[src/rtl/tinybf_rst_pkg.sv]
// Shared definitions for the reset sequencing controller: FSM state
// encodings, reset-cause codes and a counter-width helper.
package tinybf_rst_pkg;

  typedef enum logic [1:0] {
    ST_HOLD    = 2'b00,
    ST_RELEASE = 2'b01,
    ST_RUN     = 2'b10,
    ST_SW_HOLD = 2'b11
  } rst_state_e;

  localparam logic [1:0] RST_CAUSE_NONE = 2'b00;
  localparam logic [1:0] RST_CAUSE_PIN  = 2'b01;
  localparam logic [1:0] RST_CAUSE_SW   = 2'b10;

  // Width of a counter that must hold values 0..n-1 with one bit of headroom.
  function automatic int cnt_width(input int n);
    return $clog2(n) + 1;
  endfunction

endpackage

[src/rtl/reset_seq_ctrl_sync_chain.sv]
// Reset synchroniser: asynchronous assertion, synchronous deassertion.
// A chain of STAGES flops is cleared by async_rst_i and shifts in ones
// once the pad reset is released; the last stage is the synchronised reset.
module rst_sync_chain #(
  parameter int STAGES = 3
) (
  input  logic clk_i,
  input  logic async_rst_i,
  output logic rst_synced
);

  // The chain must survive synthesis untouched and be placed as metastability flops.
  (* keep = "true", dont_touch = "true", async_reg = "true" *)
  logic [STAGES-1:0] sync_q;

  // Shift ones in after release; clear the whole chain the moment reset asserts.
  // NOTE: asynchronous active-low clear lives in the sensitivity list so the
  // chain empties without waiting for a clock edge.
  always_ff @(posedge clk_i or negedge async_rst_i) begin
    if (!async_rst_i) sync_q <= '0;
    else              sync_q <= {sync_q[STAGES-2:0], 1'b1};
  end

  assign rst_synced = sync_q[STAGES-1];

endmodule

[src/rtl/reset_seq_ctrl.sv]
// Reset sequencing controller. Synchronises the pad reset, then releases
// NUM_DOMAINS active-low domain resets one at a time, RELEASE_GAP cycles
// apart. A software request accepted in RUN holds every domain for
// SW_RST_CYCLES cycles and replays the release sequence.
// Optional build macro RST_SEQ_CAUSE_EN: when defined, rst_cause_o reports
// the cause of the last reset; when undefined it is tied to 2'b00.
module reset_seq_ctrl
  import tinybf_rst_pkg::*;
#(
  parameter int SYNC_STAGES   = 3,
  parameter int NUM_DOMAINS   = 3,
  parameter int RELEASE_GAP   = 4,
  parameter int SW_RST_CYCLES = 8
) (
  input  logic                   clk_i,
  input  logic                   async_rst_i,
  input  logic                   sw_rst_req_i,
  output logic [NUM_DOMAINS-1:0] domain_rst_o,
  output logic                   all_released_o,
  output logic                   busy_o,
  output logic [1:0]             rst_cause_o
);

  localparam int GAP_W = cnt_width(RELEASE_GAP);
  localparam int SW_W  = cnt_width(SW_RST_CYCLES);

  localparam logic [GAP_W-1:0]       GAP_LAST = GAP_W'(RELEASE_GAP - 1);
  localparam logic [SW_W-1:0]        SW_LAST  = SW_W'(SW_RST_CYCLES - 1);
  localparam logic [NUM_DOMAINS-1:0] DOM_ONE  = NUM_DOMAINS'(1);
  localparam logic [NUM_DOMAINS-1:0] DOM_ALL  = '1;

  // Reject illegal parameter combinations at elaboration.
  if (SYNC_STAGES < 2 || SYNC_STAGES > 8) begin : g_bad_sync
    $error("reset_seq_ctrl: SYNC_STAGES must be in 2..8");
  end
  if (NUM_DOMAINS < 1 || NUM_DOMAINS > 8) begin : g_bad_domains
    $error("reset_seq_ctrl: NUM_DOMAINS must be in 1..8");
  end
  if (RELEASE_GAP < 1) begin : g_bad_gap
    $error("reset_seq_ctrl: RELEASE_GAP must be 1 or more");
  end
  if (SW_RST_CYCLES < 1) begin : g_bad_sw
    $error("reset_seq_ctrl: SW_RST_CYCLES must be 1 or more");
  end

  logic                   rst_synced;
  rst_state_e             state_q;
  logic [GAP_W-1:0]       gap_cnt_q;
  logic [SW_W-1:0]        sw_cnt_q;
  logic [NUM_DOMAINS-1:0] domain_q;
  logic                   all_released_q;
  logic                   busy_q;

  logic [NUM_DOMAINS-1:0] domain_next;
  logic                   release_last;
  logic                   release_now;
  logic                   sw_accept;

  rst_sync_chain #(
    .STAGES(SYNC_STAGES)
  ) u_sync (
    .clk_i      (clk_i),
    .async_rst_i(async_rst_i),
    .rst_synced (rst_synced)
  );

  // Domains release in bit order, so the released mask is a run of ones:
  // one more release shifts in another one from the bottom.
  assign domain_next  = (domain_q << 1) | DOM_ONE;
  assign release_last = (domain_next == DOM_ALL);
  assign sw_accept    = (state_q == ST_RUN) && sw_rst_req_i;
  assign release_now  = ((state_q == ST_HOLD)    && rst_synced)           ||
                        ((state_q == ST_RELEASE) && (gap_cnt_q == GAP_LAST)) ||
                        ((state_q == ST_SW_HOLD) && (sw_cnt_q  == SW_LAST));

  // Sequencing FSM with registered domain, released and busy outputs.
  // NOTE: every register here is assigned with <= so all state updates
  // take effect together at the edge, independent of statement order.
  always_ff @(posedge clk_i or negedge async_rst_i) begin
    if (!async_rst_i) begin
      state_q        <= ST_HOLD;
      gap_cnt_q      <= '0;
      sw_cnt_q       <= '0;
      domain_q       <= '0;
      all_released_q <= 1'b0;
      busy_q         <= 1'b1;
    end else if (release_now) begin
      domain_q  <= domain_next;
      gap_cnt_q <= '0;
      if (release_last) begin
        state_q        <= ST_RUN;
        all_released_q <= 1'b1;
        busy_q         <= 1'b0;
      end else begin
        state_q <= ST_RELEASE;
      end
    end else begin
      case (state_q)
        ST_RELEASE: gap_cnt_q <= gap_cnt_q + GAP_W'(1);
        ST_SW_HOLD: sw_cnt_q  <= sw_cnt_q + SW_W'(1);
        ST_RUN: begin
          if (sw_rst_req_i) begin
            state_q        <= ST_SW_HOLD;
            sw_cnt_q       <= '0;
            domain_q       <= '0;
            all_released_q <= 1'b0;
            busy_q         <= 1'b1;
          end
        end
        default: ;
      endcase
    end
  end

  assign domain_rst_o   = domain_q;
  assign all_released_o = all_released_q;
  assign busy_o         = busy_q;

`ifdef RST_SEQ_CAUSE_EN
  logic [1:0] cause_q;

  // Remember what caused the most recent reset until the next reset event.
  always_ff @(posedge clk_i or negedge async_rst_i) begin
    if (!async_rst_i)   cause_q <= RST_CAUSE_PIN;
    else if (sw_accept) cause_q <= RST_CAUSE_SW;
  end

  assign rst_cause_o = cause_q;
`else
  logic unused_sw_accept;
  assign unused_sw_accept = sw_accept;
  assign rst_cause_o      = RST_CAUSE_NONE;
`endif

endmodule

[config.mk]
export PLATFORM = sky130hd
export DESIGN_NAME = reset_seq_ctrl
export DESIGN_NICKNAME = d
export VERILOG_FILES = /design/src/rtl/tinybf_rst_pkg.sv /design/src/rtl/reset_seq_ctrl_sync_chain.sv /design/src/rtl/reset_seq_ctrl.sv
export SDC_FILE = /design/constraint.sdc
export NUM_CORES = 1
export LEC_CHECK = 0
export CELL_PAD_IN_SITES_DETAIL_PLACEMENT = 0
export CELL_PAD_IN_SITES_GLOBAL_PLACEMENT = 1
export CORE_MARGIN = 2
export CORE_UTILIZATION = 37
export CTS_BUF_LIST = sky130_fd_sc_hd__clkbuf_16
export CTS_CLUSTER_DIAMETER = 50
export DETAILED_ROUTE_END_ITERATION = 8
export PLACE_DENSITY_LB_ADDON = 0.1
export SLEW_MARGIN = 20
export SYNTH_ARGS = -nofsm -noshare
export SYNTH_HDL_FRONTEND = slang
export SYNTH_SLANG_ARGS = --single-unit
[constraint.sdc]
create_clock -name clk_i -period 1.4 [get_ports clk_i]
set_input_delay 0.28 -clock clk_i [delete_from_list [all_inputs] [get_ports clk_i]]
set_output_delay 0.28 -clock clk_i [all_outputs]
set_load 0.01 [all_outputs]
Word-level counts from Yosys, hierarchy flattened:

Cells that the tools add are included.

* reductions and logical operators: 13
* eq/ne operators: 8
* add/subtract/negate cells: 2
* mux-type cells: 19
* bitwise gates (word level): 1

Operators by type and width (number)
* two-way mux 3 bit: 5
* two-way mux 1 bit: 8
* two-way mux 2 bit: 4
* case mux 4 bit (2 select lines): 1
* nonzero test 2 bit: 4
* equality test 2 bit (second input constant): 3
* AND reduction 3 bit: 2
* adder 4 x 1 -> 4 bit (second input constant): 1
* equality test 4 x 3 -> 1 bit (second input constant): 1
* two-way mux 4 bit: 1
* != test 2 bit (second input constant): 2
* adder 3 x 1 -> 3 bit (second input constant): 1
* equality test 3 x 2 -> 1 bit (second input constant): 1
* logical AND 1 bit: 3
* equality test 2 x 1 -> 1 bit (second input constant): 1
* logical NOT 2 bit: 1
* logical OR 1 bit: 2
* AND reduction 2 bit: 1
* NOT 1 bit: 1

* input port bits: 3
* word-level logic and storage cells: 50
* output and inout bits: 7
* bits in registers: 17

Logic depth before layout (Yosys ltp):

* depth after elaboration: 6
* gate-level depth with buffers: 5
* mapped depth without buffers: 5

Modules after synthesis:

A second synthesis with hierarchy kept.

* cell total of the unflattened synthesis: 72
* area, all modules: 800.8 µm²

By module, submodules not included
* reset_seq_ctrl: cells an instance 67, area each 714.4 µm², times used 1, sequential area each 351.6 µm²
* rst_sync_chain: cells an instance 5, area each 86.3 µm², times used 1, sequential area each 75.1 µm²

Worst setup path after synthesis:

Ideal clock, no wire load.

* path type: flip-flop to flip-flop
* from: register sw_cnt_q[0]
* to: register sw_cnt_q[3]
* buffers on the path: 0
* required time: 1.322 ns
* clock period less this slack: 1.499 ns
* stages on the path, launching flop included: 5
* arrival time: 1.421 ns
* slack: -0.099 ns
* setup time: 0.078 ns
* cells stage by stage: dfrtp_1 ha_1 and4b_4 or4_1 a21boi_1

* word-level cells in the longest chain between the ends: 5
* elaborated cells between the ends (all ways): 7
* classes of those cells: add/sub (1); eq/ne (1); mux (1); bitwise (1); reduce/logical (3)

RTL lines
* start: declaration: line reset_seq_ctrl.sv:49 `logic [SW_W-1:0] sw_cnt_q;`
* start signal: assignment: line reset_seq_ctrl.sv:100 `ST_SW_HOLD: sw_cnt_q <= sw_cnt_q + SW_W'(1);`
* parallel branches: the longest is 5 deep, another holds adder 4 x 1 -> 4 bit

Several ways; the timed one is not identified.
A chain may end at the register's enable or synchronous reset.

Final worst setup path:

* from: register gap_cnt_q[1]
* to: register all_released_q, in the netlist all_released_o

* word-level cells in the longest chain between the ends: 6
* elaborated cells between the ends (all ways): 9
* classes of those cells: eq/ne (2); mux (1); reduce/logical (6)

RTL lines
* start: declaration: line reset_seq_ctrl.sv:48 `logic [GAP_W-1:0] gap_cnt_q;`
* start signal: assignment: line reset_seq_ctrl.sv:99 `ST_RELEASE: gap_cnt_q <= gap_cnt_q + GAP_W'(1);`
* equality test 3 x 2 -> 1 bit *: line reset_seq_ctrl.sv:73 `((state_q == ST_RELEASE) && (gap_cnt_q == GAP_LAST)) ||`
* logical AND 1 bit *: line reset_seq_ctrl.sv:73
* logical OR 1 bit *: line reset_seq_ctrl.sv:72 `assign release_now = ((state_q == ST_HOLD) && rst_synced) ||`
* logical OR 1 bit *: line reset_seq_ctrl.sv:73
* != test 2 bit (no source line) or nonzero test 2 bit (tied branches)
* AND reduction 3 bit (no source line)
* end signal: assignment: line reset_seq_ctrl.sv:85 `all_released_q <= 1'b0;`
* end signal: assignment: line reset_seq_ctrl.sv:92 `all_released_q <= 1'b1;`
* end signal: assignment: line reset_seq_ctrl.sv:106 `all_released_q <= 1'b0;`
* end: declaration: line reset_seq_ctrl.sv:51 `logic all_released_q;`

Mark *: on every way between the ends. The rest lies on a longest branch, timed or not.

==> results_dict.tcl <==
set metrics [dict create \
    crit_family "flip-flops" \
    end_kind "register" \
    worstPathMaxFanout 6 \
    io_pins 10 \
    placementRows 16 \
    cp_common_cell "mux2i_4" \
    n_antenna_cell 0 \
    firstDrtPassIters 4 \
    ys_ff_latch 17 \
    yosysWarnings 0 \
    io_buffers 7 \
    post-route-min-period_ns 1.39 \
    synth_xor_area_share_pct 0 \
    hold_ws_ns 0.348 \
    max_cap_viol_count 0 \
    worstHoldPathType "in2async" \
    hpwl_microns 1070 \
    critPathSlowestCell "dfrtp_1" \
    clock_power_share_pct 21.4 \
    p_sw_share_pct 33.7 \
    setup_tns_ns 0 \
    slew_viol_final 0 \
    track_usage_pct 15.5 \
    power.static_leakage_nw 0.518 \
    cts-root-buf "clkbuf_16" \
    antenna_found_initial 0 \
    wire_per_inst_microns 12.9 \
    dieArea_sq_mm 0.00253 \
    rsz0062_at_grt "yes" \
    p_seq_share_pct 32.6 \
    start_kind "register" \
    peakVddDrop_mv 1.06 \
    nNetsFinal 104 \
    cts_tree "built" \
    clkLatencyLatePin_ns 0.25 \
    synth-main-ff-cell "dfrtp_1" \
    place_area_sq_um 986 \
    clockBufferDepth 2 \
    power_frac_comb_pct 46.0 \
    synth-seq-area-share_pct 53.9 \
    synth_compound_area_share_pct 15.5 \
    synthMuxAreaShare_pct 6.79 \
    clkSinkCount 17 \
    cts_buffers 3 \
    vias 618 \
    design_area_sq_mm 0.00114 \
    fmax_ghz 0.718 \
    core_region_area_sq_mm 0.00198 \
    yosys.area_share.adder_pct 4.74 \
    dp_worst_setup_slack_ns -0.143 \
    place.gp.congestion 0.707 \
    hold_viol_final 0 \
    cp_slowest_stage_delay_ns 0.38 \
    fin_worst_skew_ns 0.00280 \
    power_switching_w 0.000899 \
    p_per_area_mw_per_mm2 2340 \
    setup_slack_ns 0.00731 \
    drc_errors 0 \
    intPower_w 0.00177 \
    synth-simple-area-share_pct 11.1 \
    syn_to_final_growth_pct 43.9 \
    synth.distinct_cells 30 \
    start_util_pct 40.0 \
    worstPathCellList "ha_2 -> ha_4 -> mux2i_4 -> mux2i_4 -> a32o_1" \
    synth_cells 72 \
    clk_pin_slew_worst_paths_ns 0.05 \
    syn_avg_cell_area_sq_um 11.0 \
    ff2ff_setup_slack_ns 0.007 \
    setup_viol 0 \
    fin_crit_sh_pct 99.5 \
    first_global_vias 614 \
    die_x_microns 50.3 \
    post-route-util_pct 57.5 \
    syn_area_sq_um 792 \
    status "complete, no violations" \
    initialDrtViolationCount 11 \
    grt-ovfl-total 0 \
    path_class "reg2reg" \
    grt_max_degree 18 \
    synth_top_family_by_area "compound AO/OA/AOI/OAI gates" \
    worstPathRequired_ns 1.54 \
    grt_pass1_wl_microns 2900 \
    crit_arrival_ns 1.53 \
    ys_async_sr_fraction_pct 100 \
    die_h_microns 50.3 \
    antenna_left 0 \
    fillers 178 \
    via_per_inst 4.98 \
    drive_above_1_share_pct 33.0 \
    synth_edf_count 0 \
    wirelength_microns 1600 \
    worst-path-buf-inv 0 \
    cts-htree-levels 1 \
]
## power groups by stage
stage	Clock, W	Combinational (W)	Sequential (W)
after global placement	0	0.00109	0.000849
after CTS	0.000595	0.00120	0.000860
final	0.000572	0.00123	0.000872
after global routing	0.000604	0.00138	0.000909
after detailed placement	0	0.00113	0.000855
after floorplan	0	0.000573	0.000875
## per-stage QoR
stage               instances  power, W
floorplan                  73   0.00145
global placement          117   0.00194
detailed placement        117   0.00198
CTS                       123   0.00266
global route              124   0.00289
finish                    124   0.00267
## worst paths after layout
kind	start	depth (start not counted)	endpoint
setup reg to reg	gap_cnt_q[1]	5	all_released_o
setup / recovery	gap_cnt_q[1]	5	all_released_o
hold / removal	async_rst_i	2	sw_cnt_q[3]
max in group asynchronous	async_rst_i	2	busy_o
min in group clk_i	u_sync.sync_q[0]	0	u_sync.sync_q[1]
hold reg to reg	u_sync.sync_q[0]	0	u_sync.sync_q[1]
## cells by family (layout without fill, tap and decap cells)
| logic type | after synthesis | in the layout |
|---|---|---|
| compound gates | 19 | 19 |
| flops | 17 | 17 |
| simple gates | 14 | 14 |
| buf+inv | 12 | 36 |
| mux | 5 | 5 |
| fa+ha+maj | 3 | 3 |
| other cells | 2 | 3 |
## cells in the final DEF, fill, tap and decap left out, types with 2 or more instances in the layout
cell type / n
o22ai_1: 2
clkdlybuf4s50_1: 2
dlygate4sd2_1: 4
clkbuf_16: 3
ha_4: 2
conb_1: 3
o21ai_0: 7
dfrtp_1: 15
nand2_1: 4
inv_1: 8
a31oi_1: 2
buf_4: 17
mux2i_1: 3
mux2i_4: 2
## routing by layer
metal,share of wire [%],wire length [microns],up-vias,track usage (%)
met5,0,0,-,0
met2,48,764,14,22.8
li1,-,-,300,-
met1,47,752,301,21.7
met4,1.6,25,0,6.94
met3,3.7,59,3,3.57
## cell type report
class / instances / area, sq um / share of cell area [%]
sequential: 17 / 428 / 37.5
multi-input combinational: 44 / 373 / 32.7
timing repair buffer: 24 / 195 / 17.1
clock buffer: 3 / 75.1 / 6.59
tap: 27 / 33.8 / 2.96
inverter: 8 / 30.0 / 2.63
clock inverter: 1 / 5.00 / 0.439
## synth_stat cells (all sizes together), types with 2 or more instances
master | count | area (sq um)
o22ai | 2 | 12.5
buf | 3 | 22.5
inv | 8 | 30.0
dfrtp | 16 | 400
o21ai | 7 | 35.0
conb | 2 | 7.51
ha | 3 | 37.5
nand2 | 4 | 15.0
nand3 | 2 | 10.0
mux2i | 5 | 53.8
a31oi | 2 | 12.5
## flip-flops by register name, summed over array words and instances (netlist names)
| name | flops |
|---|---|
| sw_cnt_q | 4 |
| domain_rst_o | 3 |
| gap_cnt_q | 3 |
| u_sync.sync_q | 3 |
| state_q | 2 |
| all_released_o | 1 |
| busy_o | 1 |
## repair_timing
item	in CTS	in global routing
resized for setup	10	4
hold buffers	0	0
endpoints found under the setup margin	15	10
pin swaps	3	1
setup buffers	2	2
Power figures use the tool's default switching activity.
